===== config.mk =====
export PLATFORM = sky130hd
export DESIGN_NAME = downstream_vc_tracker
export DESIGN_NICKNAME = d
export VERILOG_FILES = /design/src/rtl/downstream_vc_tracker.sv
export SDC_FILE = /design/constraint.sdc
export NUM_CORES = 1
export LEC_CHECK = 0
export ABC_AREA = 1
export BUFFER_PORTS_ARGS = -buffer_cell sky130_fd_sc_hd__clkbuf_2
export CORE_MARGIN = 2
export CORE_UTILIZATION = 45
export DETAILED_ROUTE_END_ITERATION = 7
export HOLD_SLACK_MARGIN = 0.02
export PLACE_DENSITY = 0.66
export REMOVE_ABC_BUFFERS = 1
export SLEW_MARGIN = 20
export SYNTH_ARGS = -nofsm -noshare
export SYNTH_HDL_FRONTEND = slang
export SYNTH_SLANG_ARGS = --single-unit

===== constraint.sdc =====
create_clock -name clk -period 1.7 [get_ports clk]
set_input_delay 0 -clock clk [delete_from_list [all_inputs] [get_ports clk]]
set_output_delay 0 -clock clk [all_outputs]
set_load 0.02 [all_outputs]

===== src/rtl/downstream_vc_tracker.sv =====
// Downstream VC state and credit tracker.
// Drives the idle and credit vectors seen by the VC and switch allocators.
module downstream_vc_tracker #(
  parameter int PORT_NUM    = 5,
  parameter int VC_NUM      = 2,
  parameter int VC_TOTAL    = PORT_NUM * VC_NUM,
  parameter int BUFFER_SIZE = 8,
  parameter int VC_SIZE     = (VC_NUM > 1) ? $clog2(VC_NUM) : 1
) (
  input  logic                               clk,
  input  logic                               rst,
  input  logic [VC_TOTAL-1:0]                alloc_i,
  input  logic [PORT_NUM-1:0]                sent_valid_i,
  input  logic [PORT_NUM-1:0][VC_SIZE-1:0]   sent_vc_i,
  input  logic [PORT_NUM-1:0]                sent_tail_i,
  input  logic [PORT_NUM-1:0]                credit_valid_i,
  input  logic [PORT_NUM-1:0][VC_SIZE-1:0]   credit_vc_i,
  output logic [VC_TOTAL-1:0]                idle_downstream_vc_o,
  output logic [VC_TOTAL-1:0]                has_credit_o,
  output logic                               error_o
);

  localparam int CNT_W = $clog2(BUFFER_SIZE + 1);
  localparam logic [CNT_W-1:0] FULL = CNT_W'(BUFFER_SIZE);

  typedef enum logic [1:0] {
    IDLE,
    RESERVED,
    ACTIVE,
    DRAINING
  } vc_state_e;

  logic [VC_TOTAL-1:0] err_vc;
  logic                error_q;

  for (genvar g = 0; g < VC_TOTAL; g++) begin : g_vc
    localparam int P = g / VC_NUM;
    localparam int V = g % VC_NUM;

    vc_state_e        st_q;
    vc_state_e        st_d;
    logic [CNT_W-1:0] cnt_q;
    logic [CNT_W-1:0] cnt_d;
    logic             dec;
    logic             inc;
    logic             tail;
    logic             err;

    assign dec  = sent_valid_i[P] && (sent_vc_i[P] == VC_SIZE'(V));
    assign inc  = credit_valid_i[P] && (credit_vc_i[P] == VC_SIZE'(V));
    assign tail = sent_tail_i[P];

    always_comb begin
      cnt_d = cnt_q;
      st_d  = st_q;
      err   = 1'b0;
      // Saturate on both ends; a bad event flags but never wraps.
      if (dec && !inc) begin
        if (cnt_q == '0) err = 1'b1;
        else cnt_d = cnt_q - 1'b1;
      end else if (inc && !dec) begin
        if (cnt_q == FULL) err = 1'b1;
        else cnt_d = cnt_q + 1'b1;
      end
      unique case (st_q)
        IDLE: begin
          if (dec) err = 1'b1;
          if (alloc_i[g]) st_d = RESERVED;
        end
        RESERVED: begin
          if (alloc_i[g]) err = 1'b1;
          if (dec) st_d = tail ? DRAINING : ACTIVE;
        end
        ACTIVE: begin
          if (alloc_i[g]) err = 1'b1;
          if (dec && tail) st_d = DRAINING;
        end
        DRAINING: begin
          if (alloc_i[g] || dec) err = 1'b1;
          else if (cnt_d == FULL) st_d = IDLE;
        end
        default: st_d = IDLE;
      endcase
    end

    always_ff @(posedge clk or posedge rst) begin
      if (rst) begin
        st_q  <= IDLE;
        cnt_q <= FULL;
      end else begin
        st_q  <= st_d;
        cnt_q <= cnt_d;
      end
    end

    assign err_vc[g]               = err;
    assign idle_downstream_vc_o[g] = (st_q == IDLE);
    assign has_credit_o[g]         = (cnt_q != '0);
  end

  always_ff @(posedge clk or posedge rst) begin
    if (rst) error_q <= 1'b0;
    else     error_q <= error_q | (|err_vc);
  end

  assign error_o = error_q;

endmodule

==> summary.txt, run 1 <==
Status
  • Status: complete, but fails checks
  • Failing checks: negative setup slack

Pwr
  • P_leak: 4.461 nW
  • Maximum vdd drop: 930.2 µV
  • Reg power frac: 19.4%
  • Sw power: 7.056 mW
  • Internal power: 7.928 mW
  • PD cells: 1799 nW/µm²
  • Gate power share: 68.9%
  • Clock group share of total power: 11.6%
  • Switching share of power: 47.09%
  • Power Total: 14.98 mW

Place
  • Gpl congestion: 0.9274
  • DP HPWL: 11830 µm
  • Post-Place Setup Slack: -0.09962 ns
  • Port buffer count: 57
  • Placed Area: 7146 µm²

Logic synthesis
  • Yosys warns: 0
  • Dominant synthesized flop cell: dfrtp_1
  • Top-count cell post-synth: nand2_1
  • Seq cells post-synth: 61
  • Post-synth top cells: 332 x nand2_1, 157 x inv_1, 117 x nand3_1
  • Post-synth top area share: 21.63%
  • Syn Inst Count: 950
  • Synth Cell Area: 5899 µm²
  • Post-synth EDFFs: 0
  • Largest cells by area after synthesis: dfrtp_1 22%, nand2_1 21%, ha_1 13%
  • Sequential cell area fraction in the yosys report: 26.09%
  • Synth area leader: dfrtp_1
  • Netlist cell types: 29
  • Avg Inst Size Synth: 6.210 µm²
  • FFs w/ async S/R, synth: 100.0%

Clock tree
  • Worst-skew pair later-pin latency: 0.34 ns
  • CTS Buf Count: 9
  • Clock sinks: 61
  • Clk root buf: clkbuf_16
  • CTS tree: yes
  • Clock edge transition at the registers on the reported setup and hold paths: 0.05 ns
  • Bufs on Longest Clock Path: 2
  • H-tree lvl count: 3

Route
  • DRC viols: 0
  • Drt via density: 5.002
  • Detail Route Antenna Nets: 0
  • Total number of vias: 6613
  • WL final: 16430 µm
  • Drt wl/cell: 12.43 µm
  • DRT Pass-1 Iters: 6
  • Initial DRC Count: 426

GRT
  • Grt peak-use layer: met2
  • Tot GR Track Use: 22.38%
  • Largest net degree at the start of global routing: 31
  • Grt met3 use: 3.861%
  • Initial antenna violation count: 0
  • First-pass GRT wire length: 26250 µm
  • Global Route met1 Usage: 29.11%
  • Number of global-route vias before repair: 5963
  • GR Overflow Total: 0
  • Met2 global-route usage: 37.43%

Critical path
  • Register-to-Register Setup Slack: -0.009 ns
  • Worst setup path category: reg -> reg
  • Worst path buffer plus inverter count: 2
  • Critical path arrival: 1.94 ns
  • Worst path required time: 1.93 ns
  • CP max stage cell: dfrtp_1
  • Worst-path cell chain: inv_2 -> ha_4 -> inv_2 -> nor2_4 -> nand2_4 -> nor2_4 -> nor2_1 -> nand2_1 -> nand2_1 -> nor2_1 -> nand2_1 -> nand2_2 -> nand2_2 -> nand2_1 -> nand2_1
  • Slowest stage delay, CP: 0.39 ns
  • Critical Path End Type: flop
  • Crit path max fanout: 3
  • Startpoint types: flop
  • Crit-path leading delay family: simple AND/OR/NAND/NOR gates
  • Crit path top cell by count: nand2_1

STA
  • Slew margin rel.: 70.48%
  • RSZ-0062 raised after global routing: yes
  • Clock Skews: 0.006093 ns
  • Final setup violating endpoints: 4
  • Post-layout min period: 1.709 ns
  • Worst-Margin Slew: 0.4421 ns
  • Final hold slack: 0.08247 ns
  • Fin crit share: 100.5%
  • Final hold viol count: 0
  • Fmax: 585.2 MHz
  • Max-slew violations: 0
  • Final WS setup: -0.008701 ns

Die
  • Top-level I/O count: 58
  • Initial core utilization: 46.37%
  • Row count: 41
  • Area of the die: 14040 µm²
  • Die width: 118.5 µm
  • Die Y: 118.5 µm
  • Core footprint: 12720 µm²

Job
  • Max_cap viols: 0

Cells and area
  • Fin area: 8329 µm²
  • Post-layout util: 65.47%
  • Area of the multi-input gates: 4378 µm²
  • Antenna cells: 0
  • Layout cell share with drive strength beyond 1: 33.48%
  • # fillers: 1165
  • Nets: 1243
  • P&R area growth vs syn: 41.19%
  • Storage cell area: 1540 µm²

Min path
  • Hold crit path type: in -> reg
## sequential cells by signal, indices dropped and copies added, names as in the netlist
signal / count
g_vc.cnt_q: 40
error_o: 1
g_vc.st_q: 20
## area by class of cell
| class | count | share of cell area [%] |
|---|---|---|
| Tap cell | 172 | 2.584 |
| Inverter | 162 | 7.331 |
| Timing Repair Buffer | 189 | 15.68 |
| Clock buffer | 14 | 3.290 |
| Sequential cell | 61 | 18.49 |
| Clock inverter | 1 | 0.06009 |
| Multi-Input combinational cell | 723 | 52.56 |
## through the flow
stage	instances	TNS [ns]
2_1_floorplan	946	-1.190
3_3_place_gp	1276	-0.3809
3_5_place_dp	1276	-0.9074
4_1_cts	1301	0
5_1_grt	1322	-1.423
6_report	1322	-0.02486
## logic make-up after synthesis
group                      share of synthesized area [%]
AOI/OAI and AO/OA                                  9.714
adders and majority gates                          12.73
buffers and inverters                              10.73
DFF                                                26.09
and+or+nand+nor                                    40.74
## worst paths after layout
path | startpoint | endpoint | cells past startpoint
worst min register to register | g_vc[6].st_q[0] | g_vc[6].st_q[0] | 2
max in group asynchronous | rst | g_vc[7].cnt_q[3] | 4
worst min-delay path | sent_tail_i[0] | g_vc[1].st_q[0] | 5
min in group asynchronous | rst | g_vc[9].st_q[1] | 3
worst max register to register | g_vc[8].cnt_q[0] | g_vc[8].st_q[0] | 15
worst max-delay path | g_vc[8].cnt_q[0] | g_vc[8].st_q[0] | 15
## layout by cell type, fill, tap and decap left out, types with 2 or more instances in the layout
cell type and count:
a211oi_2 4, a21oi_1 8, a21oi_2 12, buf_4 126
buf_6 4, clkbuf_1 2, clkbuf_16 9, clkbuf_2 57
clkbuf_8 3, dfrtp_1 50, dfstp_2 10, ha_1 49
ha_4 10, inv_1 120, inv_2 41, nand2_1 292
nand2_2 35, nand2_4 7, nand3_1 100, nand3_2 7
nand3_4 10, nand4_1 14, nor2_1 53, nor2_2 14
nor2_4 19, nor3_1 2, nor3_2 4, o211ai_1 13
o21a_1 5, o21ai_0 39, o21ai_1 8, o21ai_2 4
o22ai_1 3
## repair_timing
| item | 4_1_cts | 5_1_grt |
|---|---|---|
| resized for setup | 42 | 163 |
| hold endpoints to repair | 15 | 0 |
| setup buffers | 9 | 21 |
| hold buffers | 1 | 0 |
| pin swaps | 15 | 79 |
| endpoints found under the setup margin | 19 | 23 |
## layer usage
| layer | vias to the layer above | share of wire, % |
|---|---|---|
| met4 | 0 | 2.1 |
| met1 | 3009 | 44 |
| li1 | 3415 | - |
| met3 | 34 | 4.3 |
| met2 | 155 | 49 |
| met5 | - | 0 |
## worst register-to-register path: stages (launching register included)
cell and delay (ns):
dfrtp_1 0.39, inv_2 0.09, ha_4 0.13, inv_2 0.04, nor2_4 0.15, nand2_4 0.08, nor2_4 0.12, nor2_1 0.05
nand2_1 0.06, nand2_1 0.06, nor2_1 0.11, nand2_1 0.08, nand2_2 0.08, nand2_2 0.05, nand2_1 0.07, nand2_1 0.04
## power groups by stage
stage               Sequential, mW  Combinational, mW  Clock (mW)
global route                  3.01               11.6        1.85
global placement              2.76               8.25           0
floorplan                     2.90               5.22           0
finish                        2.91               10.3        1.74
detailed placement            2.79               8.32           0
CTS                           2.79               8.70        1.79
Note: power is estimated with default switching activity, not from simulation.
==> run 2: changes to the inputs <==
Settings changed: ABC_CLOCK_PERIOD_IN_PS from default to 1700, CORE_UTILIZATION 45 to 35, PLACE_DENSITY 0.66 to default.
==> run 2 against run 1 <==
  * The flow still finishes with violations (negative setup slack)
  * Clock power up 11%
  * Setup slack worse by 0.016 ns
  * Critical path depth unchanged
  * Sequential power up 1%
  * Hold slack better by 0.0046 ns
  * Die area increased by 28%
  * Routed wire length decreased by 0.49%
  * Sequential share of layout area increased by 0.23 points
  * First-iteration DRC count down 41%
  * Critical path type unchanged
  * Critical endpoint is now g_vc[2].st_q[0]
  * Largest power group unchanged
==> summary.txt, run 2 (synthesis results as in run 1) <==
Critical path
  • RR Endpoint: g_vc[2].st_q[0]
  • Startpoint types: flop
  • R2r startpoint: g_vc[2].cnt_q[0]
  • Register-to-Register Setup Slack: -0.02 ns
  • Critical path arrival: 1.96 ns
  • Worst setup path category: reg -> reg
  • R2R cell count: 15
  • Worst path required time: 1.93 ns
  • Critical Path End Type: flop
  • Crit path max fanout: 3

GRT
  • Largest net degree at the start of global routing: 24
  • Number of global-route vias before repair: 5910
  • Initial antenna violation count: 0
  • First-pass GRT wire length: 25880 µm
  • Tot GR Track Use: 17.62%
  • GR Overflow Total: 0

STA
  • Clock Skews: 0.01162 ns
  • Post-layout min period: 1.725 ns
  • Worst-Margin Slew: 0.5994 ns
  • Final hold viol count: 0
  • Final hold slack: 0.08709 ns
  • Fmax: 579.8 MHz
  • Slew margin rel.: 59.98%
  • Final WS setup: -0.02473 ns
  • Final setup violating endpoints: 2
  • RSZ-0062 raised after global routing: yes
  • Max-slew violations: 0
  • Fin crit share: 101.5%

Route
  • Initial DRC Count: 250
  • Drt wl/cell: 12.07 µm
  • Drt via density: 4.785
  • WL final: 16350 µm
  • Detail Route Antenna Nets: 0
  • Total number of vias: 6484
  • DRT Pass-1 Iters: 5
  • DRC viols: 0

Place
  • DP HPWL: 12120 µm
  • Placed Area: 7106 µm²
  • DP Cell Count: 1309
  • Port buffer count: 57
  • Gpl congestion: 0.9010

Cells and area
  • Post-layout util: 49.81%
  • Nets: 1227
  • P&R area growth vs syn: 39.53%
  • Largest register FFs: 40
  • Post-Layout Cell Count: 1355
  • Biggest register: g_vc.cnt_q
  • Fin area: 8232 µm²
  • Commonest non-fill, non-tap cell in the layout: nand2_1
  • Layout cell share with drive strength beyond 1: 31.98%
  • # fillers: 1664
  • Most frequent cells in the layout: 286 x nand2_1, 122 x inv_1, 112 x buf_4, 103 x nand3_1, 57 x clkbuf_2
  • Antenna cells: 0

Min path
  • Hold EP: g_vc[4].st_q[0]
  • Hold path depth: 5
  • Worst hold path startpoint: sent_tail_i[2]
  • Hold crit path type: in -> reg

Pwr
  • PD cells: 1794 nW/µm²
  • P_leak: 4.371 nW
  • Maximum vdd drop: 919.8 µV

Die
  • Top-level I/O count: 58
  • Initial core utilization: 35.70%
  • Die width: 133.8 µm
  • Core footprint: 16520 µm²
  • Area of the die: 17910 µm²
  • Row count: 47
  • Die Y: 133.8 µm

Clock tree
  • Bufs on Longest Clock Path: 2
  • CTS Buf Count: 9
  • Clock sinks: 61
  • Clk root buf: clkbuf_16
  • Worst-skew pair later-pin latency: 0.35 ns
  • Clock edge transition at the registers on the reported setup and hold paths: 0.05 ns
  • CTS tree: yes
  • H-tree lvl count: 3

Status
  • Failing checks: negative setup slack
  • Status: complete, but fails checks

Job
  • Max_cap viols: 0
-- run 2: repair_timing --
| item | CTS | global route |
|---|---|---|
| hold endpoints to repair | 19 | 0 |
| pin swaps | 21 | 46 |
| setup endpoints to repair | 19 | 24 |
| gates resized for setup | 53 | 133 |
| setup buffers | 12 | 17 |
| hold buffers | 1 | 0 |
-- run 2: routing by layer --
layer / wire length, µm / up-vias / global-route usage (%)
met3: 614 / 18 / 2.986
met5: 0 / - / 0
met4: 261 / 0 / 5.378
met2: 7949 / 122 / 30.80
li1: - / 3385 / -
met1: 7523 / 2959 / 22.22
-- run 2: how the worst max path moves through the flow --
stage	endpoint	startpoint	slack, ns	depth (start not counted)
global placement	error_o	g_vc[6].cnt_q[0]	-0.16	11
detailed placement	g_vc[6].st_q[0]	g_vc[6].cnt_q[0]	-0.15	15
floorplan	g_vc[6].st_q[0]	g_vc[6].cnt_q[0]	-0.1	13
global route	g_vc[2].st_q[0]	g_vc[2].cnt_q[0]	-0.17	15
finish	g_vc[2].st_q[0]	g_vc[2].cnt_q[0]	-0.02	15
CTS	g_vc[6].st_q[0]	g_vc[6].cnt_q[1]	-0.007	15
-- run 2: worst max-delay path: stages, from the launching register on --
cell and delay, ns:
dfrtp_1 0.38, inv_2 0.08, ha_4 0.13, inv_2 0.05
nor2_4 0.12, nand2_2 0.08, nor2_2 0.14, nor2_1 0.08
nand2_1 0.08, nand2_1 0.06, nor2_1 0.09, nand2_1 0.07
nand2_2 0.08, nand2_2 0.05, nand2_1 0.07, nand2_1 0.04
-- run 2: through the flow --
| step | total power, mW | setup WS (ns) | TNS, ns |
|---|---|---|---|
| floorplan | 8.120 | -0.09694 | -1.190 |
| global placement | 10.90 | -0.1590 | -0.5427 |
| detailed placement | 10.94 | -0.1468 | -1.003 |
| CTS | 13.37 | -0.007244 | -0.007326 |
| global route | 16.23 | -0.1730 | -1.334 |
| finish | 14.77 | -0.02473 | -0.04105 |
-- run 2: layout make-up --
type,count,area [µm²],share of cell area [%]
sequential,61,1541,18.73
tap,220,275.3,3.344
clock inverter,3,42.54,0.5168
inverter,162,614.3,7.463
clock buffer,13,270.3,3.283
timing repair buffer,173,1187,14.42
multi-input combinational,723,4300,52.24
-- run 2: power breakdown --
group          switching, mW  total [mW]  internal, mW
clock network          0.683        1.93          1.25
logic                   5.58        9.88          4.30
registers              0.682        2.95          2.27
